===== src/rtl/shift_reg_sequencer_pkg.sv =====
// Shared types and encodings for the shift-register command sequencer.
package shift_seq_pkg;

  typedef enum logic [1:0] {
    IDLE,
    LOAD,
    SHIFT,
    CAPTURE
  } state_e;

  localparam logic DIR_LEFT  = 1'b1;
  localparam logic DIR_RIGHT = 1'b0;

  localparam logic REQ_A = 1'b0;
  localparam logic REQ_B = 1'b1;

endpackage


===== src/rtl/shift_reg_sequencer_if.sv =====
// Command/response bundle between the two requesters and the sequencer.
// master: requester side (drives commands), slave: sequencer side.
interface shift_reg_sequencer_if #(
  parameter int unsigned W     = 4,
  parameter int unsigned CNT_W = 3
);

  logic             a_valid;
  logic             a_ready;
  logic [W-1:0]     a_data;
  logic [CNT_W-1:0] a_cnt;
  logic             a_dir;

  logic             b_valid;
  logic             b_ready;
  logic [W-1:0]     b_data;
  logic [CNT_W-1:0] b_cnt;
  logic             b_dir;

  logic             rsp_valid;
  logic             rsp_id;
  logic [W-1:0]     rsp_data;

  modport master (
    output a_valid, a_data, a_cnt, a_dir,
    output b_valid, b_data, b_cnt, b_dir,
    input  a_ready, b_ready,
    input  rsp_valid, rsp_id, rsp_data
  );

  modport slave (
    input  a_valid, a_data, a_cnt, a_dir,
    input  b_valid, b_data, b_cnt, b_dir,
    output a_ready, b_ready,
    output rsp_valid, rsp_id, rsp_data
  );

endinterface


===== src/rtl/shift_reg_sequencer_rr_arb2.sv =====
// Two-way round-robin arbiter. Grants are combinational and double as the
// accept strobe; the pointer moves to the other requester on every accept.
module rr_arb2
  import shift_seq_pkg::*;
(
  input  logic clk,
  input  logic rst,
  input  logic req_a,
  input  logic req_b,
  input  logic en,
  output logic gnt_a,
  output logic gnt_b
);

  logic ptr_q;

  // Single requester wins outright; a tie goes to the pointer.
  always_comb begin
    gnt_a = en & req_a & (~req_b | (ptr_q == REQ_A));
    gnt_b = en & req_b & (~req_a | (ptr_q == REQ_B));
  end

  // Pointer favours whoever was not just served.
  always_ff @(posedge clk or posedge rst) begin
    if (rst) begin
      ptr_q <= REQ_A;
    end else if (gnt_a) begin
      ptr_q <= REQ_B;
    end else if (gnt_b) begin
      ptr_q <= REQ_A;
    end
  end

endmodule


===== src/rtl/shift_reg_sequencer.sv =====
// Two-port command sequencer driving one shared W-bit load/shift register.
// Each command loads a word, shifts it n times (n clamped to W) at one step
// per DIV clocks, then returns the register contents as a tagged response.
// Optional: define STAT_CNT_EN to add a saturating op_count[15:0] output.
module shift_reg_sequencer
  import shift_seq_pkg::*;
#(
  parameter int unsigned W     = 4,
  parameter int unsigned CNT_W = 3,
  parameter int unsigned DIV   = 1
) (
  input  logic                  clk,
  input  logic                  rst,
  shift_reg_sequencer_if.slave  bus,
  output logic                  sr_load,
  output logic                  sr_shift,
  output logic                  sr_dir,
  output logic [W-1:0]          sr_data_in,
  input  logic [W-1:0]          sr_data_out,
`ifdef STAT_CNT_EN
  output logic [15:0]           op_count,
`endif
  output logic                  busy
);

  localparam int unsigned PW = (DIV > 1) ? $clog2(DIV) : 1;
  localparam logic [PW-1:0] PRESC_LAST = PW'(DIV - 1);

  state_e           state_q;
  logic [CNT_W-1:0] rem_q;
  logic [PW-1:0]    presc_q;
  logic             id_q;

  logic             sr_load_q;
  logic             sr_shift_q;
  logic             sr_dir_q;
  logic [W-1:0]     sr_data_in_q;
  logic             rsp_valid_q;
  logic             rsp_id_q;
  logic [W-1:0]     rsp_data_q;
  logic             busy_q;

  logic             idle;
  logic             gnt_a;
  logic             gnt_b;
  logic             accept;
  logic [W-1:0]     cmd_data;
  logic [CNT_W-1:0] cmd_cnt;
  logic             cmd_dir;
  logic             cmd_id;

  function automatic logic [CNT_W-1:0] clamp_cnt(input logic [CNT_W-1:0] c);
    if (32'(c) > W) begin
      return CNT_W'(W);
    end
    return c;
  endfunction

  assign idle = (state_q == IDLE);

  rr_arb2 u_arb (
    .clk   (clk),
    .rst   (rst),
    .req_a (bus.a_valid),
    .req_b (bus.b_valid),
    .en    (idle),
    .gnt_a (gnt_a),
    .gnt_b (gnt_b)
  );

  // Grant already implies valid, so ready&valid reduces to the grant.
  assign bus.a_ready = gnt_a;
  assign bus.b_ready = gnt_b;
  assign accept      = gnt_a | gnt_b;

  // Select the granted requester's command fields.
  always_comb begin
    cmd_data = bus.a_data;
    cmd_cnt  = bus.a_cnt;
    cmd_dir  = bus.a_dir;
    cmd_id   = REQ_A;
    if (gnt_b) begin
      cmd_data = bus.b_data;
      cmd_cnt  = bus.b_cnt;
      cmd_dir  = bus.b_dir;
      cmd_id   = REQ_B;
    end
  end

  // Sequencer FSM; outputs are registered for the state being entered.
  always_ff @(posedge clk or posedge rst) begin
    if (rst) begin
      state_q      <= IDLE;
      rem_q        <= '0;
      presc_q      <= '0;
      id_q         <= REQ_A;
      sr_load_q    <= 1'b0;
      sr_shift_q   <= 1'b0;
      sr_dir_q     <= 1'b0;
      sr_data_in_q <= '0;
      rsp_valid_q  <= 1'b0;
      rsp_id_q     <= 1'b0;
      rsp_data_q   <= '0;
      busy_q       <= 1'b0;
    end else begin
      rsp_valid_q <= 1'b0;
      unique case (state_q)
        IDLE: begin
          if (accept) begin
            state_q      <= LOAD;
            busy_q       <= 1'b1;
            sr_load_q    <= 1'b1;
            sr_data_in_q <= cmd_data;
            sr_dir_q     <= cmd_dir;
            rem_q        <= clamp_cnt(cmd_cnt);
            id_q         <= cmd_id;
          end
        end
        LOAD: begin
          sr_load_q    <= 1'b0;
          sr_data_in_q <= '0;
          presc_q      <= '0;
          if (rem_q == '0) begin
            state_q  <= CAPTURE;
            sr_dir_q <= 1'b0;
          end else begin
            state_q    <= SHIFT;
            sr_shift_q <= (PRESC_LAST == '0);
          end
        end
        SHIFT: begin
          if (presc_q == PRESC_LAST) begin
            // A shift step is issued this cycle.
            presc_q <= '0;
            rem_q   <= rem_q - CNT_W'(1);
            if (rem_q == CNT_W'(1)) begin
              state_q    <= CAPTURE;
              sr_shift_q <= 1'b0;
              sr_dir_q   <= 1'b0;
            end else begin
              sr_shift_q <= (PRESC_LAST == '0);
            end
          end else begin
            presc_q    <= presc_q + PW'(1);
            sr_shift_q <= ((presc_q + PW'(1)) == PRESC_LAST);
          end
        end
        CAPTURE: begin
          // Register has settled after the final step; return it.
          state_q     <= IDLE;
          busy_q      <= 1'b0;
          rsp_valid_q <= 1'b1;
          rsp_data_q  <= sr_data_out;
          rsp_id_q    <= id_q;
        end
        default: state_q <= IDLE;
      endcase
    end
  end

`ifdef STAT_CNT_EN
  logic [15:0] op_count_q;

  // Count completed responses, saturating at all-ones.
  always_ff @(posedge clk or posedge rst) begin
    if (rst) begin
      op_count_q <= '0;
    end else if (rsp_valid_q && (op_count_q != 16'hFFFF)) begin
      op_count_q <= op_count_q + 16'd1;
    end
  end

  assign op_count = op_count_q;
`endif

  assign sr_load       = sr_load_q;
  assign sr_shift      = sr_shift_q;
  assign sr_dir        = sr_dir_q;
  assign sr_data_in    = sr_data_in_q;
  assign bus.rsp_valid = rsp_valid_q;
  assign bus.rsp_id    = rsp_id_q;
  assign bus.rsp_data  = rsp_data_q;
  assign busy          = busy_q;

endmodule


===== src/flat_wrapper.sv =====
// flat-port wrapper written by rule: the top's interface ports become plain ports
module shift_reg_sequencer_flat import shift_seq_pkg::*;
#(
  parameter int unsigned W     = 4,
  parameter int unsigned CNT_W = 3,
  parameter int unsigned DIV   = 1
)
  (clk, rst, sr_load, sr_shift, sr_dir, sr_data_in, sr_data_out, busy, bus_a_valid, bus_a_data, bus_a_cnt, bus_a_dir, bus_b_valid, bus_b_data, bus_b_cnt, bus_b_dir, bus_a_ready, bus_b_ready, bus_rsp_valid, bus_rsp_id, bus_rsp_data);
  shift_reg_sequencer_if #(.W(W), .CNT_W(CNT_W)) bus_i ();
  input  logic clk;
  input  logic rst;
  output logic sr_load;
  output logic sr_shift;
  output logic sr_dir;
  output logic [W-1:0] sr_data_in;
  input  logic [W-1:0] sr_data_out;
  output logic busy;
  input wire logic [$bits(bus_i.a_valid)-1:0] bus_a_valid;
  input wire logic [$bits(bus_i.a_data)-1:0] bus_a_data;
  input wire logic [$bits(bus_i.a_cnt)-1:0] bus_a_cnt;
  input wire logic [$bits(bus_i.a_dir)-1:0] bus_a_dir;
  input wire logic [$bits(bus_i.b_valid)-1:0] bus_b_valid;
  input wire logic [$bits(bus_i.b_data)-1:0] bus_b_data;
  input wire logic [$bits(bus_i.b_cnt)-1:0] bus_b_cnt;
  input wire logic [$bits(bus_i.b_dir)-1:0] bus_b_dir;
  output wire logic [$bits(bus_i.a_ready)-1:0] bus_a_ready;
  output wire logic [$bits(bus_i.b_ready)-1:0] bus_b_ready;
  output wire logic [$bits(bus_i.rsp_valid)-1:0] bus_rsp_valid;
  output wire logic [$bits(bus_i.rsp_id)-1:0] bus_rsp_id;
  output wire logic [$bits(bus_i.rsp_data)-1:0] bus_rsp_data;
  assign bus_i.a_valid = bus_a_valid;
  assign bus_i.a_data = bus_a_data;
  assign bus_i.a_cnt = bus_a_cnt;
  assign bus_i.a_dir = bus_a_dir;
  assign bus_i.b_valid = bus_b_valid;
  assign bus_i.b_data = bus_b_data;
  assign bus_i.b_cnt = bus_b_cnt;
  assign bus_i.b_dir = bus_b_dir;
  assign bus_a_ready = bus_i.a_ready;
  assign bus_b_ready = bus_i.b_ready;
  assign bus_rsp_valid = bus_i.rsp_valid;
  assign bus_rsp_id = bus_i.rsp_id;
  assign bus_rsp_data = bus_i.rsp_data;
  shift_reg_sequencer #(.W(W), .CNT_W(CNT_W), .DIV(DIV)) u_core (.clk(clk), .rst(rst), .bus(bus_i), .sr_load(sr_load), .sr_shift(sr_shift), .sr_dir(sr_dir), .sr_data_in(sr_data_in), .sr_data_out(sr_data_out), .busy(busy));
endmodule

===== config.mk =====
export PLATFORM = sky130hd
export DESIGN_NAME = shift_reg_sequencer_flat
export DESIGN_NICKNAME = d
export VERILOG_FILES = /design/src/rtl/shift_reg_sequencer_pkg.sv /design/src/rtl/shift_reg_sequencer_if.sv /design/src/rtl/shift_reg_sequencer_rr_arb2.sv /design/src/rtl/shift_reg_sequencer.sv /design/src/flat_wrapper.sv
export SDC_FILE = /design/constraint.sdc
export NUM_CORES = 1
export LEC_CHECK = 0
export CORE_MARGIN = 5
export CORE_UTILIZATION = 47
export DETAILED_ROUTE_END_ITERATION = 10
export PLACE_DENSITY_LB_ADDON = 0.2
export SYNTH_ARGS = -nofsm -noshare
export SYNTH_HDL_FRONTEND = slang
export SYNTH_SLANG_ARGS = --single-unit

===== constraint.sdc =====
create_clock -name clk -period 3.6 [get_ports clk]
set_clock_uncertainty 0.2 [all_clocks]
set_input_delay 0.54 -clock clk [delete_from_list [all_inputs] [get_ports clk]]
set_output_delay 0.54 -clock clk [all_outputs]
set_load 0.05 [all_outputs]

-- Yosys cells after proc, flatten, opt, wreduce, memory -nomap -nowiden
Cells that the tools add are included.
- flip-flop bits (word level): 22
- bits of input ports: 24
- output and inout port bits: 16
- word-level logic and storage cells: 87
- add/subtract/negate cells: 2
- order comparisons: 1
- eq/ne operators: 9
- muxes and demuxes: 36
- bitwise logic cells: 11
- reduce and logical (&&, ||, !) cells: 15
- operators with widths (kind ; number):
    two-way mux 1 bit ; 18
    two-way mux 3 bit ; 5
    nonzero test 2 bit ; 5
    two-way mux 4 bit ; 2
    case mux 1 bit (2 select lines) ; 4
    case mux 2 bit (4 select lines) ; 1
    case mux 4 bit (2 select lines) ; 1
    AND reduction 2 bit ; 4
    two-way mux 2 bit ; 3
    != test 2 x 1 -> 1 bit, second input constant ; 3
    case mux 3 bit (2 select lines) ; 1
    AND reduction 3 bit ; 2
    AND reduction 5 bit ; 1
    bitwise AND 1 bit ; 4
    equality test 2 bit, second input constant ; 2
    != test 2 bit, second input constant ; 2
    inverter 1 bit ; 4
    equality test 3 x 1 -> 1 bit, second input constant ; 1
    > comparator 3 bit, second input constant ; 1
    logical NOT 3 bit ; 1
    OR 1 bit ; 3
    case mux 1 bit (3 select lines) ; 1
    nonzero test 3 bit ; 1
    subtractor 3 x 1 -> 3 bit, second input constant ; 1
    other kinds (3) ; 3

-- Longest topological paths before layout
Gate-level depths: netlist of run 1.
- depth after elaboration: 11
- gate-level depth with buffers: 7
- mapped depth without buffers: 6

-- Modules after synthesis
A second synthesis of run 1 with hierarchy kept.
- cell total of the unflattened synthesis: 101
- area, all modules: 1153.6 um2
- by module, submodules not included (module ; times used ; cells each ; area an instance (um2) ; sequential area each (um2)):
    shift_reg_sequencer ; 1 ; 92 ; 1088.5 ; 500.5
    rr_arb2 ; 1 ; 9 ; 65.1 ; 25.0

-- Worst setup path before layout of run 1
OpenSTA, ideal clock, no wires.
- path type: flip-flop to output port
- start point: register u_core.state_q[0]
- end point: output port bus_a_ready
- data arrival time: 1641 ps
- slack: 1219 ps
- stages on the path, launching flop included: 5
- cells stage by stage: dfrtp_1 > inv_1 > ha_1 > nand2_1 > a21oi_1
- longest elaborated chain between the ends: 3
- ends and longest elaborated chain (element ; line ; RTL):
    from (decl) ; shift_reg_sequencer.sv:29 ; state_e state_q;
    from (signal assigned) ; shift_reg_sequencer.sv:93 ; state_q <= IDLE;
    from (signal assigned) ; shift_reg_sequencer.sv:110 ; state_q <= LOAD;
    from (signal assigned) ; shift_reg_sequencer.sv:124 ; state_q <= CAPTURE;
    logical NOT 2 bit ; shift_reg_sequencer.sv:59 ; assign idle = (state_q == IDLE);
    bitwise AND 1 bit (2 in a row) ; shift_reg_sequencer_rr_arb2.sv:19 ; gnt_a = en & req_a & (~req_b | (ptr_q == REQ_A));
    to (decl) ; flat_wrapper.sv:26 ; output wire logic [$bits(bus_i.a_ready)-1:0] bus_a_ready;
No other way between the ends.

-- Worst setup path after layout of run 1
Ends and elaborated chain as after synthesis.

==> impl_metrics.yaml, run 1 <==
sta:
  finalWorstSetupSlack_ns: 0.557
  worstMarginPinSlew_ns: 0.805
  tns_ns: 0
  finalSetupViolations: 0
  rsz0062_at_grt: "false"
  period_share: 0.845
  drv_slew: 0
  relSlewSlack: 0.463
  whs_ns: 0.305
  timing_hold_violations_final: 0
  fmax_mhz: 329
  min_period_ns: 3.04
global_route:
  grt_pass1_vias: 1012
  grt_use_total: 0.169
  grt_start_max_net_pins: 22
  antenna_found_initial: 0
  overflow: 0
  grt_pass1_wl_um: 4510
cts:
  insertion_delay_ns: 0.30
  postCtsSetupRepairBufs: 0
  clkSinkCount: 21
  path_clk_slew_ns: 0.12
  clock_path_buffers: 2
  cts.repair.resized: 0
  cts_tree: "yes"
  clockRootBuffer: "clkbuf_4"
  postCtsHoldBufs: 0
  cts_made_buffers: 3
  h-tree-depth: 1
route:
  wl_um: 2600
  drt-initial-drc-count: 21
  num_vias: 943
  ant_nets: 0
  vias_per_cell: 5.36
  dr.pass1.iters: 4
  post_drt_wl_per_cell_um: 14.8
  drcViolationCount: 0
cells_and_area:
  final_nets: 181
  utilization: 0.693
  multi_input_area_um2: 563
  antenna_cells: 0
  n_fill_cell: 189
  fin_cells: 176
  syn_to_final_growth_pct: 38.1
  seq_area_um2: 526
  final_cell_area_mm2: 0.00158
  drive_above_1_share: 0.108
yosys:
  synth_fp_nets: 139
  ys.flop_type: "dfrtp_1"
  yosysTopAreaCell: "dfrtp_1"
  synthArstFlopShare: 1.00
  yosys_warnings: 0
  syn-cell-area_mm2: 0.00114
  syn_area_per_cell_um2: 10.7
  synth_top_area_frac: 0.460
  seq_area_frac_synth: 0.460
  syn_inst: 107
  synth_area_leaders: "dfrtp_1 (46%), ha_1 (8.8%), mux2_2 (4.9%)"
  yosysUniqueCellTypes: 30
  ys_ff_latch: 21
  synth_edf_count: 0
pwr:
  power_density_mw_per_mm2: 918
  p_leak_nw: 0.652
  vdd_drop_max_uv: 705
  p_total_mw: 1.45
place:
  place_hpwl_um: 2050
  port_buffers: 39
  place_area_mm2: 0.00155
  placed_cells: 172
  place.gp.congestion: 0.794
  dp_slack_ns: 0.613
critical_path:
  worstPathArrival_ns: 2.30
  cp-end-kind: "output pin"
  crit_required_ns: 2.86
  criticalPathCategory: "reg -> out"
  critPathMaxFanout: 7
  start_kind: "flop"
die:
  rows: 17
  fp.dieArea_mm2: 0.00352
  coreArea_mm2: 0.00228
  die_h_um: 59.3
  start_util: 0.502
  die_width_um: 59.3
  io_pins: 40
run_status:
  status: "completed"
run:
  drv_cap: 0
hold_path:
  min_path_type: "reg -> reg"
[state kept, by name, indices dropped and copies added (netlist names)]
| signal | cells |
|---|---|
| u_core.bus.rsp_data | 4 |
| u_core.sr_dir | 1 |
| u_core.sr_shift | 1 |
| u_core.state_q | 2 |
| u_core.sr_load | 1 |
| u_core.sr_data_in | 4 |
| u_core.bus.rsp_valid | 1 |
| u_core.id_q | 1 |
| u_core.u_arb.ptr_q | 1 |
| u_core.busy | 1 |
| u_core.bus.rsp_id | 1 |
| u_core.rem_q | 3 |
[cell families after synthesis]
| logic type | after synthesis | share of synthesized area |
|---|---|---|
| and+or+nand+nor | 31 | 0.146 |
| AOI/OAI and AO/OA | 26 | 0.166 |
| DFF | 21 | 0.460 |
| buffers and inverters | 11 | 0.0471 |
| muxes | 10 | 0.0931 |
| adders and majority gates | 8 | 0.0876 |
[metal layers]
metal,routed length (um),vias up,GRT usage
li1,-,466,-
met1,1110,449,0.202
met2,1350,24,0.284
met3,108,4,0.0392
met4,34,0,0.0809
met5,0,-,0
[critical path, cell delays in order, from the launching register on]
cell,delay [ns]
dfrtp_1,0.43
inv_1,0.16
ha_1,0.31
nand2_1,0.10
a21oi_1,0.17
clkdlybuf4s50_1,0.83
[worst paths after layout]
path,to,slack [ns],from,cells after the start
max in group asynchronous,u_core.u_arb.ptr_q,2.22,rst,2
min,u_core.busy,0.31,u_core.busy,1
max reg2reg,u_core.state_q[0],1.45,u_core.state_q[0],6
max,bus_a_ready,0.56,u_core.state_q[0],5
min reg2reg,u_core.busy,0.31,u_core.busy,1
min in group asynchronous,u_core.rem_q[2],0.48,rst,2
[cell type report]
cell class	instances	area share
multi-input cells	75	0.357
clock buffers	4	0.0167
flip-flops and latches	21	0.333
inverters	8	0.0190
well taps	28	0.0222
repair buffers	40	0.252
[layout by cell type, fill, tap and decap left out]
| cell | Yosys | final |
|---|---|---|
| clkdlybuf4s50_1 | 0 | 39 |
| dfrtp_1 | 21 | 21 |
| nor2_1 | 8 | 8 |
| nand2_1 | 8 | 8 |
| inv_1 | 8 | 8 |
| ha_1 | 8 | 8 |
| o21ai_0 | 6 | 6 |
| o2bb2ai_1 | 6 | 6 |
| mux2i_1 | 5 | 5 |
| a21oi_1 | 5 | 5 |
| mux2_2 | 5 | 5 |
| nand2b_1 | 3 | 3 |
| clkbuf_4 | 0 | 3 |
| nor2_2 | 2 | 2 |
| nand3_1 | 2 | 2 |
| nand3b_1 | 2 | 2 |
| a41oi_1 | 2 | 2 |
| o32a_1 | 2 | 2 |
| nand2_2 | 1 | 1 |
| a21oi_4 | 1 | 1 |
| nor3b_2 | 1 | 1 |
| o22ai_1 | 1 | 1 |
| a311oi_1 | 1 | 1 |
| or2_2 | 1 | 1 |
| or3b_1 | 1 | 1 |
| nor4b_1 | 1 | 1 |
| a31oi_1 | 1 | 1 |
| o21bai_1 | 1 | 1 |
| and3_2 | 1 | 1 |
| clkbuf_1 | 1 | 1 |
| buf_4 | 0 | 1 |
[power by group]
part / internal, mW / total [mW] / switching (mW)
logic: 0.351 / 0.912 / 0.561
clock network: 0.0431 / 0.112 / 0.0686
registers: 0.349 / 0.425 / 0.0757
[cells in the mapped netlist, drive strengths merged, types with 2 or more instances]
cell type and instances:
dfrtp 21, nor2 10, nand2 9, ha 8, inv 8, a21oi 6
o21ai 6, o2bb2ai 6, mux2 5, mux2i 5, nand2b 3, a41oi 2
buf 2, nand3 2, nand3b 2, o32a 2
Power figures use the tool's default switching activity.
==> run 2: changes to the inputs <==
--- a/config.mk
+++ b/config.mk
@@ -6,7 +6,7 @@
 export NUM_CORES = 1
 export LEC_CHECK = 0
 export CORE_MARGIN = 5
-export CORE_UTILIZATION = 47
+export CORE_UTILIZATION = 40
 export DETAILED_ROUTE_END_ITERATION = 10
 export PLACE_DENSITY_LB_ADDON = 0.2
 export SYNTH_ARGS = -nofsm -noshare
==> constraint.sdc (replaced) <==
create_clock -name clk -period 2.5 [get_ports clk]
set_clock_uncertainty 0.2 [all_clocks]
set_input_delay 0.375 -clock clk [delete_from_list [all_inputs] [get_ports clk]]
set_output_delay 0.375 -clock clk [all_outputs]
set_load 0.05 [all_outputs]
==> run 2 against run 1 <==
Effect of this change:
- hold slack worse by 0.13 ns
- non-clock buffer count up 1
- sequential power up 42%
- via count down 1.6%
- critical path type unchanged
- critical endpoint is now bus_b_ready
==> impl_metrics.yaml, run 2 (synthesis gave the netlist of run 1 again) <==
run_status:
  status: "completed"
sta:
  timing_hold_violations_final: 0
  drv_slew: 0
  fmax_mhz: 431
  min_period_ns: 2.32
  rsz0062_at_grt: "false"
  tns_ns: 0
  relSlewSlack: 0.611
  period_share: 0.929
  worstMarginPinSlew_ns: 0.578
  finalSetupViolations: 0
cells_and_area:
  layout_commonest_cell: "clkdlybuf4s50_1"
  antenna_cells: 0
  drive_above_1_share: 0.141
  utilization: 0.586
  final_nets: 182
  syn_to_final_growth_pct: 41.5
  most-common-layout-cells: "clkdlybuf4s50_1 (37), dfrtp_1 (21)"
  fin_cells: 180
run:
  drv_cap: 0
die:
  die_h_um: 63.4
  io_pins: 40
  rows: 19
  coreArea_mm2: 0.00276
  start_util: 0.414
  die_width_um: 63.4
  fp.dieArea_mm2: 0.00402
cts:
  clkSinkCount: 21
  h-tree-depth: 1
  cts.repair.resized: 0
  postCtsSetupRepairBufs: 0
  cts_tree: "yes"
  clockRootBuffer: "clkbuf_4"
  insertion_delay_ns: 0.32
  path_clk_slew_ns: 0.14
  cts_made_buffers: 3
  clock_path_buffers: 2
  postCtsHoldBufs: 0
hold_path:
  min_path_type: "in -> async"
route:
  drcViolationCount: 0
  wl_um: 2520
  dr.pass1.iters: 4
  post_drt_wl_per_cell_um: 14.0
  num_vias: 928
  ant_nets: 0
  drt-initial-drc-count: 36
  vias_per_cell: 5.16
critical_path:
  startpoint: "u_core.state_q[0]"
  reg2reg_slack_ns: 0.44
  crit_required_ns: 1.92
  criticalPathCategory: "reg -> out"
  cp-end-kind: "output pin"
  start_kind: "flop"
  r2r-start: "u_core.state_q[0]"
  reg2reg_depth: 7
  critPathMaxFanout: 7
  worstPathArrival_ns: 1.75
  r2r_end: "u_core.sr_data_in[2]"
global_route:
  grt_pass1_vias: 991
  antenna_found_initial: 0
  grt_start_max_net_pins: 22
  grt_pass1_wl_um: 4380
  overflow: 0
  grt_use_total: 0.135
pwr:
  netSwitchingPower_mw: 1.02
  seq_power_share: 0.286
  vdd_drop_max_uv: 802
  combPwrFrac: 0.629
  p_int_mw: 1.09
  power_density_mw_per_mm2: 1310
  p_leak_nw: 0.665
  pwr-share-clk: 0.085
  swShare: 0.485
place:
  place_hpwl_um: 1950
  place.gp.congestion: 0.801
  port_buffers: 39
  placed_cells: 176
-- run 2: area by class of cell --
| class | instances | area (um2) |
|---|---|---|
| Tap cell | 31 | 38.8 |
| Clock inverter | 1 | 7.51 |
| Sequential cell | 21 | 526 |
| Clock buffer | 3 | 22.5 |
| Fill cell | 253 | 1140 |
| Timing Repair Buffer | 41 | 425 |
| Multi-Input combinational cell | 75 | 567 |
| Inverter | 8 | 30.0 |
-- run 2: critical path: stages (launching register included) --
cell	delay, ns
dfrtp_1	0.43
inv_1	0.15
ha_1	0.31
nand2_2	0.11
a21oi_4	0.25
buf_12	0.18
-- run 2: power groups by stage --
stage / clock [mW] / combinational [mW] / sequential [mW]
final: 0.180 / 1.33 / 0.603
after global routing: 0.201 / 1.45 / 0.631
after CTS: 0.188 / 1.33 / 0.604
after detailed placement: 0 / 1.33 / 0.611
after global placement: 0 / 1.31 / 0.606
after floorplan: 0 / 0.605 / 0.935
-- run 2: how the worst max path moves through the flow --
stage and endpoint:
5_1_grt bus_a_ready, 3_5_place_dp u_core.sr_dir, 2_1_floorplan bus_a_ready, 4_1_cts bus_a_ready, 3_3_place_gp bus_a_ready, 6_report bus_b_ready
-- run 2: per-layer routing --
| layer | share of wire | global-route usage | vias to the layer above |
|---|---|---|---|
| met2 | 0.49 | 0.221 | 25 |
| met4 | 0.012 | 0.0545 | 0 |
| met1 | 0.45 | 0.167 | 439 |
| met3 | 0.049 | 0.0337 | 4 |
| li1 | - | - | 460 |
| met5 | 0 | 0 | - |
-- run 2: through the flow --
step	area, um2	setup WS [ns]	power, mW	hold slack, ns
global route	1620	0.0871	2.28	0.203
finish	1620	0.178	2.11	0.173
floorplan	1140	0.284	1.54	0.152
CTS	1610	0.107	2.13	0.180
detailed placement	1580	0.344	1.94	0.273
global placement	1580	0.363	1.91	0.275
